<file path="config.mk">
export PLATFORM = sky130hd
export DESIGN_NAME = apb_cmd_master_flat
export DESIGN_NICKNAME = d
export VERILOG_FILES = /design/src/rtl/apb_cmd_master_if.sv /design/src/rtl/apb_cmd_master.sv /design/src/flat_wrapper.sv
export SDC_FILE = /design/constraint.sdc
export NUM_CORES = 1
export LEC_CHECK = 0
export CELL_PAD_IN_SITES_DETAIL_PLACEMENT = 2
export CELL_PAD_IN_SITES_GLOBAL_PLACEMENT = 2
export CORE_ASPECT_RATIO = 1.1
export CORE_MARGIN = 5
export CORE_UTILIZATION = 20
export DETAILED_ROUTE_END_ITERATION = 10
export GPL_TIMING_DRIVEN = 1
export PLACE_DENSITY = 0.82
export RECOVER_POWER = 50
export SYNTH_ARGS = -nofsm -noshare
export SYNTH_HDL_FRONTEND = slang
export SYNTH_SLANG_ARGS = --single-unit
</file>
<file path="constraint.sdc">
create_clock -name clk -period 2.1 [get_ports clk]
set_clock_uncertainty 0.05 [all_clocks]
set_input_delay 0.315 -clock clk [delete_from_list [all_inputs] [get_ports clk]]
set_output_delay 0.315 -clock clk [all_outputs]
set_load 0.02 [all_outputs]
</file>
<file path="src/rtl/apb_cmd_master_if.sv">
// ----------------------------------------------------------------------------
// apb_cmd_master_if
// Bundles the command/response handshake of apb_cmd_master together with its
// APB segment into a single interface.
//   master modport : the APB master's view (commands in, responses out,
//                    APB request signals out, slave return signals in)
//   slave  modport : the opposite view, used by the fabric/peripheral side
// Signals:
//   cmd_valid/cmd_ready/cmd_addr/cmd_write/cmd_wdata : command port
//   rsp_valid/rsp_rdata/rsp_err                      : one-cycle response
//   psel/penable/paddr/pwrite/pwdata                 : APB request
//   prdata/pready/pslverr                            : per-slave APB return,
//                                                      slave i data at
//                                                      prdata[i*DATA_W +: DATA_W]
// ----------------------------------------------------------------------------
interface apb_cmd_master_if #(
    parameter int ADDR_W     = 32,
    parameter int DATA_W     = 32,
    parameter int NUM_SLAVES = 4
);
    logic                         cmd_valid;
    logic                         cmd_ready;
    logic [ADDR_W-1:0]            cmd_addr;
    logic                         cmd_write;
    logic [DATA_W-1:0]            cmd_wdata;

    logic                         rsp_valid;
    logic [DATA_W-1:0]            rsp_rdata;
    logic                         rsp_err;

    logic [NUM_SLAVES-1:0]        psel;
    logic                         penable;
    logic [ADDR_W-1:0]            paddr;
    logic                         pwrite;
    logic [DATA_W-1:0]            pwdata;
    logic [NUM_SLAVES*DATA_W-1:0] prdata;
    logic [NUM_SLAVES-1:0]        pready;
    logic [NUM_SLAVES-1:0]        pslverr;

    modport master (
        input  cmd_valid, cmd_addr, cmd_write, cmd_wdata,
        output cmd_ready,
        output rsp_valid, rsp_rdata, rsp_err,
        output psel, penable, paddr, pwrite, pwdata,
        input  prdata, pready, pslverr
    );

    modport slave (
        output cmd_valid, cmd_addr, cmd_write, cmd_wdata,
        input  cmd_ready,
        input  rsp_valid, rsp_rdata, rsp_err,
        input  psel, penable, paddr, pwrite, pwdata,
        output prdata, pready, pslverr
    );
endinterface

</file>
<file path="src/rtl/apb_cmd_master.sv">
// ----------------------------------------------------------------------------
// apb_cmd_master
// APB master that converts a valid/ready command stream into APB SETUP/ACCESS
// transfers towards NUM_SLAVES slaves. The target slave is decoded from
// cmd_addr[SEL_LSB +: SEL_W]; an index >= NUM_SLAVES completes immediately
// with an error response and never touches the bus. Every transfer produces
// exactly one rsp_valid strobe carrying read data and error status.
//
// Optional feature (compile-time macro APB_TIMEOUT_EN):
//   defined   : an ACCESS phase waiting TIMEOUT cycles without pready is
//               aborted and answered with rsp_err=1.
//   undefined : ACCESS waits for pready indefinitely.
//
// Ports:
//   clk  : clock, rising edge
//   rst  : asynchronous, active-low reset
//   bus  : apb_cmd_master_if.master (command, response and APB signals)
// All interface outputs are registered except cmd_ready, which is high
// exactly while the FSM is IDLE.
// ----------------------------------------------------------------------------
module apb_cmd_master #(
    parameter int ADDR_W     = 32,
    parameter int DATA_W     = 32,
    parameter int NUM_SLAVES = 4,
    parameter int SEL_LSB    = 12,
    parameter int SEL_W      = 4,
    parameter int TIMEOUT    = 16
) (
    input  logic             clk,
    input  logic             rst,
    apb_cmd_master_if.master bus
);

    typedef enum logic [1:0] {
        ST_IDLE   = 2'd0,
        ST_SETUP  = 2'd1,
        ST_ACCESS = 2'd2
    } state_t;

    // Slave count widened by one bit so the index compare cannot overflow.
    localparam logic [SEL_W:0] NUM_SLAVES_CMP = (SEL_W+1)'(NUM_SLAVES);

    state_t                r_state;
    state_t                w_state_nxt;

    logic [NUM_SLAVES-1:0] r_psel;
    logic [NUM_SLAVES-1:0] w_psel_nxt;
    logic                  r_penable;
    logic                  w_penable_nxt;
    logic [ADDR_W-1:0]     r_paddr;
    logic [ADDR_W-1:0]     w_paddr_nxt;
    logic                  r_pwrite;
    logic                  w_pwrite_nxt;
    logic [DATA_W-1:0]     r_pwdata;
    logic [DATA_W-1:0]     w_pwdata_nxt;
    logic                  r_rsp_valid;
    logic                  w_rsp_valid_nxt;
    logic                  r_rsp_err;
    logic                  w_rsp_err_nxt;
    logic [DATA_W-1:0]     r_rsp_rdata;
    logic [DATA_W-1:0]     w_rsp_rdata_nxt;

    logic                  w_accept;
    logic [SEL_W-1:0]      w_idx;
    logic                  w_dec_ok;
    logic [NUM_SLAVES-1:0] w_psel_dec;
    logic                  w_pready_sel;
    logic                  w_pslverr_sel;
    logic [DATA_W-1:0]     w_prdata_sel;
    logic                  w_timeout;

    assign w_accept = bus.cmd_valid & (r_state == ST_IDLE);
    assign w_idx    = bus.cmd_addr[SEL_LSB +: SEL_W];
    assign w_dec_ok = ({1'b0, w_idx} < NUM_SLAVES_CMP);

    // One-hot select for the slave addressed by the incoming command.
    always_comb begin
        w_psel_dec = '0;
        for (int i = 0; i < NUM_SLAVES; i++) begin
            w_psel_dec[i] = (w_idx == SEL_W'(i));
        end
    end

    // Return signals are masked by the registered one-hot psel, so whatever
    // a non-selected slave drives (including X) reads as zero here.
    assign w_pready_sel  = |(bus.pready  & r_psel);
    assign w_pslverr_sel = |(bus.pslverr & r_psel);

    // AND-OR read-data mux over the selected slave's slice.
    always_comb begin
        w_prdata_sel = '0;
        for (int i = 0; i < NUM_SLAVES; i++) begin
            w_prdata_sel = w_prdata_sel | (bus.prdata[i*DATA_W +: DATA_W] & {DATA_W{r_psel[i]}});
        end
    end

`ifdef APB_TIMEOUT_EN
    localparam int CNT_W = $clog2(TIMEOUT + 1);

    logic [CNT_W-1:0] r_wait_cnt;

    // The last permitted wait cycle is the one where TIMEOUT-1 waits have
    // already been counted and pready is still low.
    assign w_timeout = (r_state == ST_ACCESS) && !w_pready_sel &&
                       (r_wait_cnt == CNT_W'(TIMEOUT - 1));

    // Wait-state counter: cleared while entering ACCESS, +1 per wait cycle.
    always_ff @(posedge clk or negedge rst) begin
        if (!rst) begin
            r_wait_cnt <= '0;
        end else if (r_state == ST_SETUP) begin
            r_wait_cnt <= '0;
        end else if ((r_state == ST_ACCESS) && !w_pready_sel) begin
            r_wait_cnt <= r_wait_cnt + CNT_W'(1);
        end else begin
            r_wait_cnt <= r_wait_cnt;
        end
    end
`else
    assign w_timeout = 1'b0;
`endif

    // FSM state register.
    always_ff @(posedge clk or negedge rst) begin
        if (!rst) begin
            r_state <= ST_IDLE;
        end else begin
            r_state <= w_state_nxt;
        end
    end

    // FSM next-state logic; a decode error never leaves IDLE.
    always_comb begin
        w_state_nxt = r_state;
        case (r_state)
            ST_IDLE: begin
                if (w_accept && w_dec_ok) begin
                    w_state_nxt = ST_SETUP;
                end else begin
                    w_state_nxt = ST_IDLE;
                end
            end
            ST_SETUP: begin
                w_state_nxt = ST_ACCESS;
            end
            ST_ACCESS: begin
                if (w_pready_sel || w_timeout) begin
                    w_state_nxt = ST_IDLE;
                end else begin
                    w_state_nxt = ST_ACCESS;
                end
            end
            default: begin
                w_state_nxt = ST_IDLE;
            end
        endcase
    end

    // FSM output logic: next values of the registered bus and response
    // signals. paddr/pwrite/pwdata keep their last value outside accept.
    always_comb begin
        w_psel_nxt      = r_psel;
        w_penable_nxt   = r_penable;
        w_paddr_nxt     = r_paddr;
        w_pwrite_nxt    = r_pwrite;
        w_pwdata_nxt    = r_pwdata;
        w_rsp_valid_nxt = 1'b0;
        w_rsp_err_nxt   = 1'b0;
        w_rsp_rdata_nxt = '0;
        case (r_state)
            ST_IDLE: begin
                if (w_accept) begin
                    w_paddr_nxt  = bus.cmd_addr;
                    w_pwrite_nxt = bus.cmd_write;
                    w_pwdata_nxt = bus.cmd_wdata;
                    if (w_dec_ok) begin
                        w_psel_nxt    = w_psel_dec;
                        w_penable_nxt = 1'b0;
                    end else begin
                        w_psel_nxt      = '0;
                        w_rsp_valid_nxt = 1'b1;
                        w_rsp_err_nxt   = 1'b1;
                    end
                end else begin
                    w_psel_nxt    = '0;
                    w_penable_nxt = 1'b0;
                end
            end
            ST_SETUP: begin
                w_penable_nxt = 1'b1;
            end
            ST_ACCESS: begin
                if (w_pready_sel) begin
                    w_psel_nxt      = '0;
                    w_penable_nxt   = 1'b0;
                    w_rsp_valid_nxt = 1'b1;
                    w_rsp_err_nxt   = w_pslverr_sel;
                    w_rsp_rdata_nxt = r_pwrite ? {DATA_W{1'b0}} : w_prdata_sel;
                end else if (w_timeout) begin
                    w_psel_nxt      = '0;
                    w_penable_nxt   = 1'b0;
                    w_rsp_valid_nxt = 1'b1;
                    w_rsp_err_nxt   = 1'b1;
                end else begin
                    w_rsp_valid_nxt = 1'b0;
                end
            end
            default: begin
                w_psel_nxt    = '0;
                w_penable_nxt = 1'b0;
            end
        endcase
    end

    // Output registers for APB request and response signals.
    always_ff @(posedge clk or negedge rst) begin
        if (!rst) begin
            r_psel      <= '0;
            r_penable   <= 1'b0;
            r_paddr     <= '0;
            r_pwrite    <= 1'b0;
            r_pwdata    <= '0;
            r_rsp_valid <= 1'b0;
            r_rsp_err   <= 1'b0;
            r_rsp_rdata <= '0;
        end else begin
            r_psel      <= w_psel_nxt;
            r_penable   <= w_penable_nxt;
            r_paddr     <= w_paddr_nxt;
            r_pwrite    <= w_pwrite_nxt;
            r_pwdata    <= w_pwdata_nxt;
            r_rsp_valid <= w_rsp_valid_nxt;
            r_rsp_err   <= w_rsp_err_nxt;
            r_rsp_rdata <= w_rsp_rdata_nxt;
        end
    end

    assign bus.cmd_ready = (r_state == ST_IDLE);
    assign bus.psel      = r_psel;
    assign bus.penable   = r_penable;
    assign bus.paddr     = r_paddr;
    assign bus.pwrite    = r_pwrite;
    assign bus.pwdata    = r_pwdata;
    assign bus.rsp_valid = r_rsp_valid;
    assign bus.rsp_err   = r_rsp_err;
    assign bus.rsp_rdata = r_rsp_rdata;

endmodule
</file>
<file path="src/flat_wrapper.sv">
// flat-port wrapper written by rule: the top's interface ports become plain ports
module apb_cmd_master_flat 
#(
    parameter int ADDR_W     = 32,
    parameter int DATA_W     = 32,
    parameter int NUM_SLAVES = 4,
    parameter int SEL_LSB    = 12,
    parameter int SEL_W      = 4,
    parameter int TIMEOUT    = 16
)
  (clk, rst, bus_cmd_valid, bus_cmd_addr, bus_cmd_write, bus_cmd_wdata, bus_cmd_ready, bus_rsp_valid, bus_rsp_rdata, bus_rsp_err, bus_psel, bus_penable, bus_paddr, bus_pwrite, bus_pwdata, bus_prdata, bus_pready, bus_pslverr);
  apb_cmd_master_if #(.ADDR_W(ADDR_W), .DATA_W(DATA_W), .NUM_SLAVES(NUM_SLAVES)) bus_i ();
  input  logic clk;
  input  logic rst;
  input wire logic [$bits(bus_i.cmd_valid)-1:0] bus_cmd_valid;
  input wire logic [$bits(bus_i.cmd_addr)-1:0] bus_cmd_addr;
  input wire logic [$bits(bus_i.cmd_write)-1:0] bus_cmd_write;
  input wire logic [$bits(bus_i.cmd_wdata)-1:0] bus_cmd_wdata;
  output wire logic [$bits(bus_i.cmd_ready)-1:0] bus_cmd_ready;
  output wire logic [$bits(bus_i.rsp_valid)-1:0] bus_rsp_valid;
  output wire logic [$bits(bus_i.rsp_rdata)-1:0] bus_rsp_rdata;
  output wire logic [$bits(bus_i.rsp_err)-1:0] bus_rsp_err;
  output wire logic [$bits(bus_i.psel)-1:0] bus_psel;
  output wire logic [$bits(bus_i.penable)-1:0] bus_penable;
  output wire logic [$bits(bus_i.paddr)-1:0] bus_paddr;
  output wire logic [$bits(bus_i.pwrite)-1:0] bus_pwrite;
  output wire logic [$bits(bus_i.pwdata)-1:0] bus_pwdata;
  input wire logic [$bits(bus_i.prdata)-1:0] bus_prdata;
  input wire logic [$bits(bus_i.pready)-1:0] bus_pready;
  input wire logic [$bits(bus_i.pslverr)-1:0] bus_pslverr;
  assign bus_i.cmd_valid = bus_cmd_valid;
  assign bus_i.cmd_addr = bus_cmd_addr;
  assign bus_i.cmd_write = bus_cmd_write;
  assign bus_i.cmd_wdata = bus_cmd_wdata;
  assign bus_cmd_ready = bus_i.cmd_ready;
  assign bus_rsp_valid = bus_i.rsp_valid;
  assign bus_rsp_rdata = bus_i.rsp_rdata;
  assign bus_rsp_err = bus_i.rsp_err;
  assign bus_psel = bus_i.psel;
  assign bus_penable = bus_i.penable;
  assign bus_paddr = bus_i.paddr;
  assign bus_pwrite = bus_i.pwrite;
  assign bus_pwdata = bus_i.pwdata;
  assign bus_i.prdata = bus_prdata;
  assign bus_i.pready = bus_pready;
  assign bus_i.pslverr = bus_pslverr;
  apb_cmd_master #(.ADDR_W(ADDR_W), .DATA_W(DATA_W), .NUM_SLAVES(NUM_SLAVES), .SEL_LSB(SEL_LSB), .SEL_W(SEL_W), .TIMEOUT(TIMEOUT)) u_core (.clk(clk), .rst(rst), .bus(bus_i));
endmodule
</file>
==> results.toml, run 1 <==
[run_status]
run_status = "finished, final reports clean"

[synthesis]
ys_async_sr_fraction_pct = 100
syn_nets = 524
synthTopCellsByCount = "106 x dfrtp_1, 64 x a22oi_1, 48 x mux2_2"
syn_inst = 320
synth-edff-count = 0
netlist_area_um2 = 4390
synth_area_leaders = "dfrtp_1 60%, mux2_2 12%, a22oi_1 11%"
yosysTopAreaCellShare_pct = 60.4
synth_seq_cells = 106
synth-main-ff-cell = "dfrtp_1"
ys_seq_area_share_pct = 60.4
synth_warnings = 0
yosysTopAreaCell = "dfrtp_1"
synth.distinct_cells = 25
yosysMostFrequentCell = "dfrtp_1"
syn_avg_cell_area_um2 = 13.7

[critical_path]
critPathBufInv = 1
r2r-start = "u_core.r_state[0]"
crit_chain = "nor2_1, clkdlybuf4s50_1"
r2r_slack_ns = 0.33
slowest_stage = "clkdlybuf4s50_1"
cp_data_required_time_ns = 1.74
path_class = "reg -> out"
crit_arrival_ns = 1.57
critPathLaunchType = "flop"
setup.worst_path.start = "u_core.r_state[0]"
cp_top_family = "buffers and inverters"
slowest_delay_ns = 0.63
end_kind = "primary output"
crit_fanout = 5

[drt]
ant_nets = 0
drt-total-wl_mm = 19.8
routed_via_density = 4.42
drc = 0
first_iter_violations = 114
first_pass_iters = 4
wire_per_inst_um = 21.5
vias = 4067

[timing]
rsz0062_at_grt = "no"
timing.final.crit_share_pct = 92.1
drv_slew = 0
finalHoldViolations = 0
setup_violations = 0
fin_tns_setup_ns = 0
tightest_slew_ns = 1.10
timing.fmax_mhz = 517
finalCriticalPeriod_ns = 1.94
max_slew_margin_pct = 26.7

[clocking]
clk_pin_slew_ns = 0.08
clkLatencyLatePin_ns = 0.35
clk_path_buf_depth = 2
cts_tree = "built"
cts_setup_buffers = 0
cts_sinks = 106
htree_levels = 3
root_buffer = "clkbuf_16"
ctsResizeCount = 0
numCtsBuffers = 9

[cells_and_area]
diodes = 0
multi_input_area_um2 = 1570
design_area_um2 = 8100
nets = 829
stdcell_count = 920
syn_to_final_growth_pct = 84.5
ff_latch_area_um2 = 2650
utilization_pct = 37.8
nFillCells = 2243
drive_gt1_share_pct = 12.5

[min_path]
hp-start = "u_core.bus.pwdata[5]"
timing.hold.worst.class = "reg -> reg"

[global_routing]
grt_pass1_vias = 4772
grt.total_usage_pct = 15.3
grt_first_pass_wirelength_mm = 29.0
gr-total-overflow = 0
grt_start_max_net_pins = 70
antenna_found_initial = 0

[place]
dp_hpwl_mm = 16.1
numPortBuffers = 308
dp_cells = 903
place_area_um2 = 7810
place.gp.congestion = 0.860

[die]
core_area_um2 = 21400
rows = 56
start_util_pct = 20.5
boundaryPins = 309
die_h_um = 165
dieArea_um2 = 25000
die_w_um = 151

[power_and_ir_drop]
p_total_mw = 8.46
ir_drop_uv = 402
p_leak_nw = 3.08
p_per_area_nw_per_um2 = 1050

[flow_run]
drv_cap = 0
cells by family (layout without fill, tap and decap cells):
logic type      Yosys count  in the layout  share of synthesized area, %
compound gates          112            112                          18.2
buf+inv                  29            339                          3.65
mux                      64             64                          16.4
flops                   106            106                          60.4
simple gates              9              9                          1.34
registers in the layout (all words and copies together), names as in the netlist:
signal and count:
u_core.bus.pwrite 1, u_core.bus.penable 1, u_core.bus.psel 4, u_core.bus.paddr 32, u_core.bus.rsp_err 1, u_core.bus.rsp_rdata 32, u_core.r_state 2, u_core.bus.rsp_valid 1
u_core.bus.pwdata 32
worst paths after layout:
| kind | end | depth (start not counted) |
|---|---|---|
| setup / recovery | bus_cmd_ready | 2 |
| hold / removal | u_core.bus.pwdata[5] | 1 |
| setup reg to reg | u_core.bus.psel[2] | 4 |
| hold reg to reg | u_core.bus.pwdata[5] | 1 |
| max in group asynchronous | u_core.bus.pwrite | 3 |
| min in group asynchronous | u_core.bus.rsp_rdata[2] | 2 |
cells in the final DEF, fill, tap and decap left out, types with 2 or more instances in the layout:
cell type / Yosys / layout
dfrtp_1: 106 / 106
nor2_1: 2 / 2
clkbuf_16: 0 / 9
buf_4: 1 / 7
mux2_1: 16 / 16
clkbuf_2: 0 / 2
a22oi_1: 64 / 64
nand2_1: 2 / 2
o31ai_1: 1 / 2
clkdlybuf4s50_1: 0 / 307
mux2_2: 48 / 48
clkinv_8: 0 / 3
buf_12: 0 / 2
o21ai_0: 1 / 2
nand2b_1: 2 / 2
a32o_1: 4 / 4
a22o_1: 3 / 3
inv_1: 3 / 3
a21oi_1: 32 / 32
layer usage:
metal,wire length [um],GRT usage [%]
met1,7320,17.4
met2,9990,26.8
met4,495,5.48
met3,2010,4.94
met5,0,0
power breakdown:
part	switching (mW)	internal [mW]	total (mW)	leakage, nW
Clock	0.860	0.851	1.71	0.146
Combinational	1.73	1.99	3.72	1.61
Sequential	0.361	2.67	3.03	1.33
timing repair:
action | in CTS | in global routing
hold buffers | 1 | 0
setup endpoints to repair | 0 | 0
endpoints found under the hold margin | 39 | 0
cell type report:
| type | count | share of cell area, % |
|---|---|---|
| timing repair buffer | 320 | 39.4 |
| sequential | 106 | 32.8 |
| multi-input combinational | 185 | 19.4 |
| tap | 290 | 4.48 |
| clock buffer | 9 | 2.78 |
| clock inverter | 7 | 1.05 |
| inverter | 3 | 0.139 |
metrics by stage:
step / setup slack (ns) / hold slack, ns
6_report: 0.165 / 0.442
5_1_grt: 0.108 / 0.461
4_1_cts: 0.130 / 0.446
3_5_place_dp: 0.00396 / 0.304
3_3_place_gp: 0.0687 / 0.286
2_1_floorplan: 0.543 / -0.0306
Power figures use the tool's default switching activity.
==> run 2: changes to the inputs <==
--- a/config.mk
+++ b/config.mk
@@ -5,13 +5,14 @@
 export SDC_FILE = /design/constraint.sdc
 export NUM_CORES = 1
 export LEC_CHECK = 0
+export CAP_MARGIN = 0
 export CELL_PAD_IN_SITES_DETAIL_PLACEMENT = 2
 export CELL_PAD_IN_SITES_GLOBAL_PLACEMENT = 2
 export CORE_ASPECT_RATIO = 1.1
 export CORE_MARGIN = 5
 export CORE_UTILIZATION = 20
 export DETAILED_ROUTE_END_ITERATION = 10
-export GPL_TIMING_DRIVEN = 1
+export GPL_TIMING_DRIVEN = 0
 export PLACE_DENSITY = 0.82
 export RECOVER_POWER = 50
 export SYNTH_ARGS = -nofsm -noshare
==> results.toml, run 2 (synthesis results as in run 1) <==
[drt]
drt-total-wl_mm = 21.1
routed_via_density = 4.45
ant_nets = 0
first_pass_iters = 4
first_iter_violations = 113
drc = 0
wire_per_inst_um = 22.6
vias = 4168

[place]
place_area_um2 = 7860
pre_cts_slack_ns = -0.232
place.gp.congestion = 0.920
dp_cells = 919
dp_hpwl_mm = 17.7
numPortBuffers = 308

[run_status]
run_status = "finished, final reports clean"

[timing]
setup_slack_ns = 0.117
finalHoldViolations = 0
rsz0062_at_grt = "no"
drv_slew = 0
max_slew_margin_pct = 12.6
finalCriticalPeriod_ns = 1.98
timing.final.crit_share_pct = 94.4
fin_tns_setup_ns = 0
setup_violations = 0
timing.hold.ws_ns = 0.444
timing.fmax_mhz = 504
tightest_slew_ns = 1.31

[clocking]
numCtsBuffers = 9
htree_levels = 3
clk_path_buf_depth = 2
root_buffer = "clkbuf_16"
clkLatencyLatePin_ns = 0.34
cts_setup_buffers = 0
cts_tree = "built"
cts_sinks = 106
clk_pin_slew_ns = 0.08

[power_and_ir_drop]
comb_power_share_pct = 43.6
p_per_area_nw_per_um2 = 1050
power_frac_seq_pct = 35.3
clkPwrFrac_pct = 21.2
p_sw_mw = 2.98
p_total_mw = 8.54
switching_share_pct = 34.9
p_leak_nw = 3.22
ir_drop_uv = 477
internal-power_mw = 5.56

[cells_and_area]
nets = 845
final_common_cell = "clkdlybuf4s50_1"
design_area_um2 = 8170
drive_gt1_share_pct = 12.8
final_cell_mix = "258 x clkdlybuf4s50_1, 106 x dfrtp_1, 64 x a22oi_1"
utilization_pct = 38.1
stdcell_count = 936
nFillCells = 2244
diodes = 0
syn_to_final_growth_pct = 86.0

[critical_path]
setup.worst_path.start = "u_core.r_state[1]"
r2r-start = "u_core.r_state[1]"
reg2regPathDepth = 4
end_kind = "flop"
crit_arrival_ns = 2.16
r2r_slack_ns = 0.12
critPathLaunchType = "flop"
crit_fanout = 10
path_class = "reg -> reg"
cp_data_required_time_ns = 2.28
r2r_end = "u_core.bus.paddr[26]"

[die]
die_h_um = 165
dieArea_um2 = 25000
rows = 56
core_area_um2 = 21400
die_w_um = 151
start_util_pct = 20.5
boundaryPins = 309

[global_routing]
gr-total-overflow = 0
grt.total_usage_pct = 16.3
grt_start_max_net_pins = 60
grt_pass1_vias = 5037
grt_first_pass_wirelength_mm = 30.7
antenna_found_initial = 0

[flow_run]
drv_cap = 0

[min_path]
hold_depth = 1
timing.hold.worst.class = "reg -> reg"
hp-start = "u_core.bus.pwdata[1]"
hold_end = "u_core.bus.pwdata[1]"
==> run 2: repair_timing <==
| action | CTS | global route |
|---|---|---|
| hold endpoints to repair | 47 | 0 |
| hold buffers | 1 | 0 |
| gates resized for setup | 0 | 0 |
==> run 2: final cells by class <==
cell class	count	area (um^2)	area share [%]
clock buffers	9	225	2.76
inverters	3	11.3	0.138
repair buffers	310	3110	38.1
flip-flops and latches	106	2650	32.5
clock inverters	7	93.8	1.15
well taps	290	363	4.44
plain buffers	26	149	1.82
multi-input cells	185	1560	19.1
==> run 2: worst max-delay path: stages, from the launching register on <==
cell	delay (ns)
dfrtp_1	0.43
nor3b_2	0.55
buf_4	0.30
buf_6	0.18
mux2_1	0.35
==> run 2: metal layers <==
layer / GRT usage, % / vias up / routed length (um)
met1: 17.2 / 2079 / 7380
met3: 6.41 / 18 / 2270
met2: 30.0 / 217 / 11100
met4: 4.04 / 0 / 350
met5: 0 / - / 0
li1: - / 1854 / -
==> run 2: worst max-delay path by stage <==
| stage | to | slack (ns) | cells past startpoint |
|---|---|---|---|
| global route | u_core.bus.paddr[29] | 0.002 | 4 |
| global placement | u_core.bus.paddr[14] | -3.32 | 1 |
| finish | u_core.bus.paddr[26] | 0.12 | 4 |
| detailed placement | u_core.bus.paddr[26] | -0.23 | 5 |
| floorplan | u_core.bus.rsp_rdata[10] | 0.54 | 5 |
| CTS | u_core.bus.paddr[26] | 0.07 | 4 |
==> run 2: power groups by stage <==
stage / registers [mW] / clock network [mW] / logic [mW]
final: 3.01 / 1.81 / 3.72
after global routing: 3.10 / 1.96 / 3.92
after CTS: 3.05 / 1.89 / 3.90
after detailed placement: 3.09 / 0 / 3.89
after global placement: 3.01 / 0 / 3.74
after floorplan: 3.80 / 0 / 0.950
==> run 3: changes to the inputs <==
--- a/config.mk
+++ b/config.mk
@@ -11,6 +11,7 @@
 export CORE_ASPECT_RATIO = 1.1
 export CORE_MARGIN = 5
 export CORE_UTILIZATION = 20
+export CTS_CLUSTER_DIAMETER = 100
 export DETAILED_ROUTE_END_ITERATION = 10
 export GPL_TIMING_DRIVEN = 0
 export PLACE_DENSITY = 0.82
==> results of run 3 <==
Final layout, timing and power as in run 2 (identical DEF).
